**config.mk**
```make
export PLATFORM = sky130hd
export DESIGN_NAME = init_sequencer_flat
export DESIGN_NICKNAME = d
export VERILOG_FILES = /design/src/rtl/init_pkg.sv /design/src/rtl/init_sequencer_if.sv /design/src/rtl/seq_counter.sv /design/src/rtl/init_sequencer.sv /design/src/flat_wrapper.sv
export SDC_FILE = /design/constraint.sdc
export NUM_CORES = 1
export LEC_CHECK = 0
export BUFFER_PORTS_ARGS = -buffer_cell sky130_fd_sc_hd__buf_2
export CAP_MARGIN = 25
export CORE_ASPECT_RATIO = 1.4
export CORE_MARGIN = 10
export CORE_UTILIZATION = 55
export CTS_BUF_LIST = sky130_fd_sc_hd__clkbuf_2 sky130_fd_sc_hd__clkbuf_4 sky130_fd_sc_hd__clkbuf_8
export DETAILED_ROUTE_END_ITERATION = 6
export PLACE_DENSITY = 0.73
export REMOVE_ABC_BUFFERS = 1
export SLEW_MARGIN = 20
export SYNTH_ARGS = -nofsm -noshare
export SYNTH_HDL_FRONTEND = slang
export SYNTH_HIERARCHICAL = 1
export SYNTH_SLANG_ARGS = --single-unit
```
**constraint.sdc**
```tcl
create_clock -name clock -period 6 [get_ports clock]
set_input_delay 0.3 -clock clock [delete_from_list [all_inputs] [get_ports clock]]
set_output_delay 0.3 -clock clock [all_outputs]
set_load 0.02 [all_outputs]
```
**src/rtl/init_pkg.sv**
```systemverilog
// Shared definitions for the bring-up sequencer: FSM state encoding,
// counter/delay field width, fault index width and index sizing helper.
package init_pkg;

    localparam int unsigned DELAY_W       = 32;
    localparam int unsigned FAULT_STAGE_W = 8;
    localparam int unsigned RETRY_W       = 8;

    typedef enum logic [2:0] {
        WAIT,
        START,
        BUSY,
        READY,
        FAULT
    } state_t;

    // Stage index width: clog2(stages), never below one bit.
    function automatic int unsigned idx_width(input int unsigned stages);
        return (stages > 1) ? $clog2(stages) : 1;
    endfunction

endpackage

```
**src/rtl/init_sequencer_if.sv**
```systemverilog
// Handshake bundle between the sequencer and the blocks it brings up.
//   done        : per-stage completion from downstream
//   restart     : one-cycle request to rerun after a fault
//   start       : one-hot one-cycle start pulse
//   enabled     : sticky per-stage completion flags
//   ready/fault : terminal status, fault_stage = failing stage index
interface init_sequencer_if
    import init_pkg::*;
#(
    parameter int unsigned STAGES = 4
);

    logic [STAGES-1:0]        done;
    logic                     restart;
    logic [STAGES-1:0]        start;
    logic [STAGES-1:0]        enabled;
    logic                     ready;
    logic                     fault;
    logic [FAULT_STAGE_W-1:0] fault_stage;

    modport master (
        input  done,
        input  restart,
        output start,
        output enabled,
        output ready,
        output fault,
        output fault_stage
    );

    modport slave (
        output done,
        output restart,
        input  start,
        input  enabled,
        input  ready,
        input  fault,
        input  fault_stage
    );

endinterface

```
**src/rtl/seq_counter.sv**
```systemverilog
// Free-running cycle counter with synchronous clear and an equality match
// against a target.
//   clock, reset : system clock, synchronous active-high reset
//   clear        : force count to zero this edge (wins over inc)
//   inc          : advance count by one
//   target       : compare value
//   match_c      : count == target (combinational decode of the register)
module seq_counter
    import init_pkg::*;
(
    input  logic               clock,
    input  logic               reset,
    input  logic               clear,
    input  logic               inc,
    input  logic [DELAY_W-1:0] target,
    output logic               match_c
);

    logic [DELAY_W-1:0] count;

    // Count register; wrap is unreachable because the owner clears on match.
    always_ff @(posedge clock) begin
        if (reset || clear) begin
            count <= '0;
        end else if (inc) begin
            count <= count + DELAY_W'(1);
        end
    end

    assign match_c = (count == target);

endmodule

```
**src/rtl/init_sequencer.sv**
```systemverilog
// Power-up sequencer: walks STAGES stages in order, each one being a
// programmed delay, a one-cycle start pulse and a done wait bounded by a
// timeout with a limited number of retries. Ends in READY or a latched FAULT.
//   clock, reset : system clock, synchronous active-high reset
//   bus          : master side of init_sequencer_if (done/restart in,
//                  start/enabled/ready/fault/fault_stage out)
module init_sequencer
    import init_pkg::*;
#(
    parameter int unsigned                  STAGES  = 4,
    parameter logic [DELAY_W*STAGES-1:0]    DELAYS  = {STAGES{32'd1}},
    parameter logic [DELAY_W-1:0]           TIMEOUT = 32'd1000000,
    parameter int unsigned                  RETRIES = 2
) (
    input  logic             clock,
    input  logic             reset,
    init_sequencer_if.master bus
);

    localparam int unsigned        IDX_W    = idx_width(STAGES);
    localparam logic [DELAY_W-1:0] TMO_LAST = TIMEOUT - DELAY_W'(1);

    state_t                   state;
    logic [IDX_W-1:0]         idx;
    logic [RETRY_W-1:0]       retry;
    logic [STAGES-1:0]        start_q;
    logic [STAGES-1:0]        enabled_q;
    logic                     ready_q;
    logic                     fault_q;
    logic [FAULT_STAGE_W-1:0] fault_stage_q;

    logic [STAGES-1:0]        stage_mask;
    logic [DELAY_W-1:0]       delay_sel;
    logic                     done_sel;
    logic                     last_stage;
    logic                     wait_run;
    logic                     busy_run;
    logic                     wait_hit;
    logic                     tmo_hit;

    // Decode the current stage: one-hot mask, its delay field, its done bit.
    always_comb begin
        stage_mask = '0;
        delay_sel  = '0;
        for (int i = 0; i < int'(STAGES); i++) begin
            if (IDX_W'(i) == idx) begin
                stage_mask[i] = 1'b1;
                delay_sel     = DELAYS[i*DELAY_W +: DELAY_W];
            end
        end
    end

    assign done_sel   = |(bus.done & stage_mask);
    assign last_stage = (idx == IDX_W'(STAGES - 1));

    // Each counter runs only in its own state and sits at zero otherwise,
    // so it always starts from 0 on the first cycle of that state.
    assign wait_run = (state == WAIT);
    assign busy_run = (state == BUSY);

    seq_counter u_wait (
        .clock   (clock),
        .reset   (reset),
        .clear   (!wait_run),
        .inc     (wait_run),
        .target  (delay_sel),
        .match_c (wait_hit)
    );

    seq_counter u_timeout (
        .clock   (clock),
        .reset   (reset),
        .clear   (!busy_run),
        .inc     (busy_run),
        .target  (TMO_LAST),
        .match_c (tmo_hit)
    );

    // Sequencer FSM with registered outputs.
    always_ff @(posedge clock) begin
        if (reset) begin
            state         <= WAIT;
            idx           <= '0;
            retry         <= '0;
            start_q       <= '0;
            enabled_q     <= '0;
            ready_q       <= 1'b0;
            fault_q       <= 1'b0;
            fault_stage_q <= '0;
        end else begin
            start_q <= '0;
            case (state)
                WAIT: begin
                    if (wait_hit) begin
                        state   <= START;
                        start_q <= stage_mask;
                    end
                end
                START: begin
                    state <= BUSY;
                end
                BUSY: begin
                    // done takes priority over a coincident timeout
                    if (done_sel) begin
                        enabled_q <= enabled_q | stage_mask;
                        retry     <= '0;
                        if (last_stage) begin
                            state   <= READY;
                            ready_q <= 1'b1;
                        end else begin
                            idx   <= idx + IDX_W'(1);
                            state <= WAIT;
                        end
                    end else if (tmo_hit) begin
                        if (retry < RETRY_W'(RETRIES)) begin
                            retry <= retry + RETRY_W'(1);
                            state <= WAIT;
                        end else begin
                            state         <= FAULT;
                            fault_q       <= 1'b1;
                            fault_stage_q <= FAULT_STAGE_W'(idx);
                        end
                    end
                end
                READY: begin
                    state <= READY;
                end
                FAULT: begin
                    if (bus.restart) begin
                        enabled_q <= '0;
                        fault_q   <= 1'b0;
                        retry     <= '0;
                        idx       <= '0;
                        state     <= WAIT;
                    end
                end
                default: begin
                    state <= WAIT;
                end
            endcase
        end
    end

    assign bus.start       = start_q;
    assign bus.enabled     = enabled_q;
    assign bus.ready       = ready_q;
    assign bus.fault       = fault_q;
    assign bus.fault_stage = fault_stage_q;

endmodule

```
**src/flat_wrapper.sv**
```systemverilog
// flat-port wrapper written by rule: the top's interface ports become plain ports
module init_sequencer_flat import init_pkg::*;
#(
    parameter int unsigned                  STAGES  = 4,
    parameter logic [DELAY_W*STAGES-1:0]    DELAYS  = {STAGES{32'd1}},
    parameter logic [DELAY_W-1:0]           TIMEOUT = 32'd1000000,
    parameter int unsigned                  RETRIES = 2
)
  (clock, reset, bus_done, bus_restart, bus_start, bus_enabled, bus_ready, bus_fault, bus_fault_stage);
  init_sequencer_if #(.STAGES(STAGES)) bus_i ();
  input  logic clock;
  input  logic reset;
  input wire logic [$bits(bus_i.done)-1:0] bus_done;
  input wire logic [$bits(bus_i.restart)-1:0] bus_restart;
  output wire logic [$bits(bus_i.start)-1:0] bus_start;
  output wire logic [$bits(bus_i.enabled)-1:0] bus_enabled;
  output wire logic [$bits(bus_i.ready)-1:0] bus_ready;
  output wire logic [$bits(bus_i.fault)-1:0] bus_fault;
  output wire logic [$bits(bus_i.fault_stage)-1:0] bus_fault_stage;
  assign bus_i.done = bus_done;
  assign bus_i.restart = bus_restart;
  assign bus_start = bus_i.start;
  assign bus_enabled = bus_i.enabled;
  assign bus_ready = bus_i.ready;
  assign bus_fault = bus_i.fault;
  assign bus_fault_stage = bus_i.fault_stage;
  init_sequencer #(.STAGES(STAGES), .DELAYS(DELAYS), .TIMEOUT(TIMEOUT), .RETRIES(RETRIES)) u_core (.clock(clock), .reset(reset), .bus(bus_i));
endmodule
```
==> impl_metrics.tcl, run 1 <==
set metrics [dict create \
    fmax_ghz 0.351 \
    arrival_ns 3.16 \
    place_congestion 0.818 \
    io_pins 25 \
    worst_slack_ns 3.15 \
    r2r_start "u_core/state[0]$_SDFFE_PP0P_" \
    p_int_w 0.000819 \
    nFillCells 781 \
    dp_hpwl_um 7890 \
    floorplan.die_area_um2 13200 \
    place_ws_ns 2.74 \
    drc 0 \
    viasPerCell 5.63 \
    pwr-share-seq_pct 54.9 \
    slew_headroom_pct 57.2 \
    netlist_instances 583 \
    nNetsFinal 656 \
    final_cell_mix "dfxtp_1 (89), xor2_1 (71), conb_1 (69)" \
    grt_pass1_wl_um 18200 \
    final_area_um2 5430 \
    place_area_um2 5210 \
    wl_per_cell_um 14.4 \
    ys_seq_elements 89 \
    setup_viol 0 \
    hold_buffers 0 \
    placed_cells 734 \
    die_x_um 100 \
    cts_setup_buffers 0 \
    drt_pass1_iterations 4 \
    grt_setup_unrepaired "false" \
    cts_sinks 89 \
    hold_class "in -> reg" \
    fin_setup_tns_ns 0 \
    rrSetupSlack_ns 3.15 \
    synth_area_um2 4950 \
    cp-end-kind "flop" \
    slew_viol_final 0 \
    min_from "bus_restart" \
    maxCapViolations 0 \
    core_area_um2 8660 \
    ant_nets 0 \
    worst-setup-path-type "reg -> reg" \
    cts_resized 0 \
    hold_viol_final 0 \
    min_period_over_period_pct 47.5 \
    power_per_cell_area_nw_per_um2 200 \
    floorplan.rows 40 \
    status "finished, final reports clean" \
    mostFrequentLayoutCell "dfxtp_1" \
    worst-path-max-fanout 19 \
    yosysSeqAreaShare_pct 36.0 \
    reg2regPathDepth 6 \
    cts_buffers 9 \
    antenna_found_initial 0 \
    syn-mean-instance-area_um2 8.48 \
    cts_root_buf "clkbuf_8" \
    ys_types 49 \
    switching_share_pct 24.4 \
    finalNonFillerCells 751 \
    grt_pass1_vias 3984 \
    grt_max_degree 33 \
    area_growth_pct 9.69 \
    clock_path_buffers 2 \
    cp-start-kind "flop" \
    skew_ns 0.00816 \
    hold_path_depth 4 \
    final_layout_size_suffix_gt1_share_pct 7.28 \
    cp.required_ns 6.31 \
    worstSkewPairLatency_ns 0.38 \
    ir_worst_vdd_uv 144 \
    leakagePower_nw 2.03 \
    multi_input_area_um2 3120 \
    start_util_pct 57.1 \
    worstMarginPinSlew_ns 0.642 \
    yosys_warnings 6 \
    die_h_um 132 \
    clock_power_share_pct 40.8 \
    antenna_cells 0 \
    combPwrFrac_pct 4.3 \
    cts_max_level 3 \
    cts_tree "yes" \
    post-route-min-period_ns 2.85 \
    track_usage_pct 16.2 \
    hold_end "u_core/state[2]$_SDFFE_PP0P_" \
    portBuffers 18 \
    vias 4230 \
    wl_um 10800 \
    drtIter0Drc 193 \
    clk_pin_slew_ns 0.09 \
    seq_area_um2 1780 \
    r2r-end "u_core/u_wait/count[27]$_SDFFE_PP0P_" \
    grt-ovfl-total 0 \
    switchingPower_w 0.000265 \
]
-- metrics by stage --
stage / power (W) / hold slack (ns) / utilization [%]
floorplan: 0.000644 / 0.369 / -
global placement: 0.000654 / 0.440 / 60.2
detailed placement: 0.000655 / 0.442 / 60.2
CTS: 0.00109 / 0.268 / 62.6
global route: 0.00113 / 0.308 / 62.7
finish: 0.00108 / 0.276 / 62.7
-- layer usage --
metal / GRT usage, % / up-vias / part of all wire (%)
met5: 0 / - / 0
met4: 5.43 / 0 / 1.6
met3: 3.25 / 17 / 2.6
met2: 29.8 / 54 / 55
met1: 17.7 / 2000 / 41
li1: - / 2159 / -
-- logic make-up (layout without fill, tap and decap cells) --
group / after synthesis / in the layout / share of synthesized area, %
multiplexers: 4 / 4 / 0.810
flip-flops: 89 / 89 / 36.0
XOR/XNOR: 86 / 86 / 15.2
adder cells (fa/ha/maj): 8 / 8 / 2.02
AND/OR/NAND/NOR: 220 / 220 / 25.8
other: 2 / 69 / 0.152
AO/OA/AOI/OAI: 112 / 112 / 14.0
buffers and inverters: 62 / 58 / 5.92
-- cell usage after synthesis (all sizes together) --
master  count  area [µm²]
nand2b      2        12.5
a31oi       7        43.8
o211ai      2        15.0
ha          8         100
xor2       71         622
a21bo       1        10.0
and2        3        18.8
nor2       37         139
dfxtp      89        1780
nor2b       1        6.26
o21ai      16        80.1
nand3      24         130
nand3b      2        15.0
nor3        9        45.0
a21oi      47         246
or2b        1        7.51
o211a       1        10.0
clkbuf     19        71.3
a21o        2        16.3
a41o        1        10.0
nand4      21         153
nor4       26         163
inv        23        86.3
a211oi      1        7.51
conb        2        7.51
or2         3        18.8
o31ai      28         210
nand2      28         105
and3        9        57.6
a21boi      1        7.51
or3        15        93.8
a22oi       3        22.5
o21a        2        15.0
and4        6        52.6
nor3b       4        41.3
mux2i       4        40.0
xnor2      15         131
or4        29         218
buf        20         135
-- critical path, stage by stage, from the launching register on --
cell and delay, ns:
dfxtp_1 0.43, nor3_1 0.38, buf_2 0.26, nand4_2 0.15, or4_1 0.80, or4_1 0.60, a21oi_1 0.15
-- worst max path at each step --
stage                                            start                              endpoint  slack (ns)
after floorplan           u_core/state[0]$_SDFFE_PP0P_  u_core/u_wait/count[25]$_SDFFE_PP0P_        3.21
after global placement    u_core/state[0]$_SDFFE_PP0P_  u_core/u_wait/count[31]$_SDFFE_PP0P_        2.89
after detailed placement  u_core/state[0]$_SDFFE_PP0P_  u_core/u_wait/count[29]$_SDFFE_PP0P_        2.74
after CTS                 u_core/state[0]$_SDFFE_PP0P_  u_core/u_wait/count[29]$_SDFFE_PP0P_        2.75
after global routing      u_core/state[0]$_SDFFE_PP0P_  u_core/u_wait/count[27]$_SDFFE_PP0P_        2.94
final                     u_core/state[0]$_SDFFE_PP0P_  u_core/u_wait/count[27]$_SDFFE_PP0P_        3.15
-- state kept, by name (all words and copies together) (netlist names) --
name / flops
u_core/u_wait/count: 32
u_core/u_timeout/count: 32
u_core/state: 3
u_core/bus.start: 4
u_core/bus.fault: 1
u_core/bus.fault_stage: 2
u_core/retry: 8
u_core/bus.enabled: 4
u_core/bus.ready: 1
u_core/idx: 2
-- area by class of cell --
type / count / share of cell area [%]
clock inverters: 5 / 1.15
repair buffers: 19 / 1.75
clock buffers: 11 / 2.68
flip-flops and latches: 89 / 32.8
multi-input cells: 499 / 57.6
well taps: 105 / 2.42
inverters: 23 / 1.59
-- power by group through the flow --
stage	Clock (W)	Sequential, W	Combinational (W)
6_report	0.000442	0.000595	0.0000471
5_1_grt	0.000476	0.000595	0.0000545
4_1_cts	0.000451	0.000595	0.0000466
3_5_place_dp	0	0.000609	0.0000463
3_3_place_gp	0	0.000609	0.0000457
2_1_floorplan	0	0.000608	0.0000360
Power figures use the tool's default switching activity.
==> run 2: changes to the inputs <==
ABC_AREA = 1   (was unset)
PLACE_DENSITY = 0.72   (was 0.73)
clock period = 2.7 ns   (was 6 ns; I/O delays follow)
==> impl_metrics.tcl, run 2 <==
set metrics [dict create \
    place_congestion 0.899 \
    nNetsFinal 962 \
    place_ws_ns 0.704 \
    hold_class "in -> reg" \
    synth_compound_area_share_pct 7.81 \
    worst-setup-path-type "reg -> reg" \
    maxCapViolations 0 \
    fin_setup_tns_ns 0 \
    grt_setup_unrepaired "false" \
    max_stage_delay_ns 0.42 \
    wl_per_cell_um 11.9 \
    grt_pass1_vias 5002 \
    cp-end-kind "flop" \
    syn-mean-instance-area_um2 6.58 \
    power_per_cell_area_nw_per_um2 416 \
    synth_simple_gate_area_share_pct 40.4 \
    ir_worst_vdd_uv 445 \
    vias 5300 \
    fmax_ghz 0.482 \
    post-route-min-period_ns 2.08 \
    final_cell_mix "nand2_1 (194), nor2_1 (155), inv_1 (107)" \
    drc 0 \
    crit_buf_inv 3 \
    synth_fa_ha_area_share_pct 1.77 \
    leakagePower_nw 2.86 \
    cts_resized 0 \
    synth_area_um2 5660 \
    arrival_ns 2.37 \
    muxShareOfSynthArea_pct 0 \
    hold_path_depth 4 \
    final_layout_size_suffix_gt1_share_pct 10.3 \
    worstSkewPairLatency_ns 0.35 \
    ys_types 34 \
    viasPerCell 4.88 \
    min_period_over_period_pct 76.9 \
    synth_edf_count 0 \
    synth_top_family_by_area "simple AND/OR/NAND/NOR gates" \
    wl_um 12900 \
    yosys.area.top_type "dfxtp_1" \
    die_h_um 140 \
    reg2regPathDepth 8 \
    async_reset_ff_share_pct 0 \
    floorplan.rows 43 \
    cts_sinks 89 \
    cts_root_buf "clkbuf_8" \
    antenna_cells 0 \
    area_growth_pct 12.6 \
    yosys_warnings 6 \
    worst_slack_ns 0.624 \
    portBuffers 18 \
    drt_pass1_iterations 4 \
    die_x_um 106 \
    clock_path_buffers 2 \
    ant_nets 0 \
    cp-start-kind "flop" \
    cp.required_ns 2.99 \
    floorplan.die_area_um2 14800 \
    drtIter0Drc 194 \
    cts_setup_buffers 0 \
    mostFrequentLayoutCell "nand2_1" \
    critPathTopFamily "simple AND/OR/NAND/NOR gates" \
    worstMarginPinSlew_ns 0.543 \
    track_usage_pct 17.4 \
    cts_buffers 9 \
    grt_pass1_wl_um 21800 \
    hold_viol_final 0 \
    worstPathCellList "inv_1, nand2_1, nor2_1, inv_1, nor2_1, buf_4, o21ai_0, a21oi_1" \
    clk_pin_slew_ns 0.09 \
    dp_hpwl_um 10100 \
    antenna_found_initial 0 \
    worst-path-max-fanout 22 \
    yosysSeqAreaShare_pct 31.5 \
    grt-ovfl-total 0 \
    setup_viol 0 \
    synthTopCellsByArea "dfxtp_1 (31%), nand2_1 (13%), nor2_1 (10%), xor2_1 (8.4%), inv_1 (7.1%)" \
    synthTopCellsByCount "nand2_1 (194), nor2_1 (155), inv_1 (107)" \
    slew_headroom_pct 63.7 \
    slew_viol_final 0 \
    cts_max_level 3 \
    slowest_stage "nor2_1" \
    synth-main-ff-cell "dfxtp_1" \
    synth_top_area_share_pct 31.5 \
    cp.depth 8 \
    start_util_pct 56.5 \
    io_pins 25 \
    grt_max_degree 28 \
    yosysMostFrequentCell "nand2_1" \
    hold_buffers 0 \
    core_area_um2 10000 \
    netlist_instances 860 \
    top_regs "u_core/u_timeout/count x32, u_core/u_wait/count x32, u_core/retry x8" \
    status "finished, final reports clean" \
    cts_tree "yes" \
    skew_ns 0.00844 \
    ys_seq_elements 89 \
    synth_xor_area_share_pct 9.14 \
]
-- run 2: per-layer routing --
metal / up-vias / track usage, % / part of all wire [%]
met5: - / 0 / 0
met4: 0 / 9.01 / 3.3
met3: 33 / 2.57 / 2.4
met2: 81 / 33.6 / 55
met1: 2415 / 17.2 / 39
li1: 2771 / - / -
-- run 2: worst paths after layout --
kind                                                         start                                   to  slack [ns]
worst max-delay path                  u_core/state[1]$_SDFFE_PP0P_  u_core/u_wait/count[8]$_SDFFE_PP0P_        0.62
worst min-delay path                                   bus_restart         u_core/state[2]$_SDFFE_PP0P_        0.14
worst max register to register        u_core/state[1]$_SDFFE_PP0P_  u_core/u_wait/count[8]$_SDFFE_PP0P_        0.62
worst min register to register  u_core/bus.enabled[2]$_SDFFE_PP0P_   u_core/bus.enabled[2]$_SDFFE_PP0P_        0.45
-- run 2: power breakdown --
part | internal, W | leakage, nW | switching, W
sequential | 0.00131 | 0.717 | 0.00000581
combinational | 0.0000415 | 2.02 | 0.0000814
clock | 0.000729 | 0.129 | 0.000478
total | 0.00209 | 2.86 | 0.000565
-- run 2: area by class of cell --
| cell class | count | area (µm²) |
|---|---|---|
| Clock buffer | 10 | 138 |
| Clock inverter | 5 | 128 |
| Fill cell | 974 | 3640 |
| Inverter | 113 | 427 |
| Multi-Input combinational cell | 714 | 3620 |
| Sequential cell | 89 | 1780 |
| Tap cell | 135 | 169 |
| Timing Repair Buffer | 20 | 105 |
-- run 2: stage by stage --
stage / total power [W] / std cells / hold WS, ns / util (%) / area (µm²)
2_1_floorplan: 0.00145 / 916 / 0.204 / - / 5830
3_3_place_gp: 0.00147 / 1071 / 0.436 / 61.0 / 6100
3_5_place_dp: 0.00147 / 1071 / 0.442 / 61.0 / 6100
4_1_cts: 0.00269 / 1086 / 0.110 / 63.6 / 6370
5_1_grt: 0.00275 / 1086 / 0.158 / 63.6 / 6370
6_report: 0.00265 / 1086 / 0.137 / 63.6 / 6370
-- run 2: worst reg2reg max path, stage by stage, from the launching register on --
cell     delay, ns
dfxtp_1       0.35
inv_1         0.11
nand2_1       0.06
nor2_1        0.42
inv_1         0.12
nor2_1        0.35
buf_4         0.34
o21ai_0       0.15
a21oi_1       0.13
-- run 2: cell families (layout without fill, tap and decap cells) --
family,Yosys count,in the layout
xor gates and xnor gates,59,59
and+or+nand+nor,490,490
buffers and inverters,129,148
AOI/OAI and AO/OA,83,83
other,2,74
DFF,89,89
adders and majority gates,8,8
==> run 3: changes to the inputs <==
clock period = 1.94 ns   (was 2.7 ns; I/O delays follow)
==> impl_metrics.tcl, run 3 (synthesis gave the netlist of run 2 again) <==
set metrics [dict create \
    status "finished, final reports clean" \
    ir_worst_vdd_uv 265 \
    cts_setup_buffers 0 \
    core_area_um2 10000 \
    cts_sinks 89 \
    p_int_w 0.00264 \
    min_period_over_period_pct 91.2 \
    antenna_cells 0 \
    hold_path_depth 4 \
    grt-ovfl-total 0 \
    wl_um 12900 \
    viasPerCell 4.82 \
    worst_slack_ns 0.171 \
    vias 5266 \
    post-route-util_pct 63.8 \
    floorplan.rows 43 \
    start_util_pct 56.5 \
    dp_hpwl_um 10200 \
    cts_buffers 9 \
    cp-start-kind "flop" \
    portBuffers 18 \
    wl_per_cell_um 11.8 \
    clk_pin_slew_ns 0.09 \
    rrSetupSlack_ns 0.17 \
    critPathTopFamily "simple AND/OR/NAND/NOR gates" \
    track_usage_pct 17.3 \
    min_from "bus_restart" \
    final_layout_size_suffix_gt1_share_pct 11.7 \
    worst-setup-path-type "reg -> reg" \
    place_area_um2 6160 \
    crit_buf_inv 1 \
    die_h_um 140 \
    cp.required_ns 2.24 \
    area_growth_pct 12.9 \
    arrival_ns 2.07 \
    reg2regPathDepth 12 \
    floorplan.die_area_um2 14800 \
    worstPathCellList "xor2_1, nor2_1, nand2_1, nor2_1, nand2_1, nor2_2, inv_1, nand3_2, nand2_4, nor2_4, nand2_2, a21oi_2" \
    ant_nets 0 \
    antenna_found_initial 0 \
    max_stage_delay_ns 0.36 \
    drc 0 \
    drt_pass1_iterations 5 \
    grt_max_degree 20 \
    slew_viol_final 0 \
    switching_share_pct 23.3 \
    grt_pass1_vias 4965 \
    die_x_um 106 \
    final_cell_mix "nand2_1 (194), nor2_1 (153), inv_1 (107)" \
    hold_class "in -> reg" \
    place_ws_ns -0.00111 \
    clock_path_buffers 2 \
    fin_setup_tns_ns 0 \
    worstSkewPairLatency_ns 0.37 \
    hold_viol_final 0 \
    fmax_ghz 0.565 \
    nNetsFinal 969 \
    drtIter0Drc 157 \
    pwr-share-seq_pct 53.3 \
    grt_pass1_wl_um 21500 \
    grt_setup_unrepaired "false" \
    cp-end-kind "flop" \
    hold_end "u_core/state[2]$_SDFFE_PP0P_" \
    cts_tree "yes" \
    cts_root_buf "clkbuf_8" \
    slowest_stage "dfxtp_1" \
    setup_viol 0 \
    skew_ns 0.0111 \
    crit_path_start "u_core/u_timeout/count[11]$_SDFFE_PP0P_" \
    cts_max_level 3 \
    r2r-end "u_core/retry[2]$_SDFFE_PP0P_" \
    r2r_start "u_core/u_timeout/count[11]$_SDFFE_PP0P_" \
    mostFrequentLayoutCell "nand2_1" \
    cts_resized 1 \
    final_area_um2 6380 \
    post-route-min-period_ns 1.77 \
    io_pins 25 \
    worst-path-max-fanout 6 \
    switchingPower_w 0.000803 \
    power_per_cell_area_nw_per_um2 540 \
    hold_buffers 0 \
    clock_power_share_pct 41.5 \
    top_regs "u_core/u_timeout/count x32, u_core/u_wait/count x32, u_core/retry x8" \
    combPwrFrac_pct 5.1 \
    place_congestion 0.901 \
    maxCapViolations 0 \
    leakagePower_nw 2.88 \
]
run 3: how the worst max path moves through the flow:
| stage | slack, ns | to | cells past startpoint |
|---|---|---|---|
| 2_1_floorplan | -0.31 | u_core/u_wait/count[3]$_SDFFE_PP0P_ | 8 |
| 4_1_cts | 0.008 | u_core/retry[2]$_SDFFE_PP0P_ | 12 |
| 6_report | 0.17 | u_core/retry[2]$_SDFFE_PP0P_ | 12 |
| 5_1_grt | 0.002 | u_core/retry[2]$_SDFFE_PP0P_ | 14 |
| 3_5_place_dp | -0.001 | u_core/retry[2]$_SDFFE_PP0P_ | 14 |
| 3_3_place_gp | 0.03 | u_core/retry[2]$_SDFFE_PP0P_ | 14 |
run 3: area by class of cell:
| type | instances | area (µm²) |
|---|---|---|
| fillers | 947 | 3620 |
| inverters | 113 | 427 |
| flip-flops and latches | 89 | 1790 |
| multi-input cells | 714 | 3630 |
| repair buffers | 27 | 158 |
| clock inverters | 5 | 80.1 |
| well taps | 135 | 169 |
| clock buffers | 10 | 138 |
run 3: power by group through the flow:
stage	sequential [W]	combinational (W)	clock (W)
after floorplan	0.00188	0.000135	0
after global placement	0.00188	0.000170	0
after detailed placement	0.00188	0.000173	0
after CTS	0.00184	0.000174	0.00147
after global routing	0.00184	0.000205	0.00153
final	0.00184	0.000177	0.00143
run 3: per-layer routing:
| layer | wire length [µm] | global-route usage [%] |
|---|---|---|
| met3 | 301 | 1.93 |
| met5 | 0 | 0 |
| met4 | 420 | 9.72 |
| met2 | 7280 | 33.5 |
| met1 | 4940 | 17.1 |
run 3: worst register-to-register path: cells and delay by family (launching register included):
kind | cells | cell delay (ns)
compound gates | 1 | 0.11
xor+xnor | 1 | 0.17
buf+inv | 1 | 0.07
flops | 1 | 0.36
simple gates | 9 | 1.01
run 3: through the flow:
step	total power (W)	hold WS, ns	cells
after floorplan	0.00201	0.166	916
after global placement	0.00205	0.438	1078
after detailed placement	0.00205	0.442	1078
after CTS	0.00348	0.0887	1093
after global routing	0.00357	0.127	1093
final	0.00345	0.112	1093
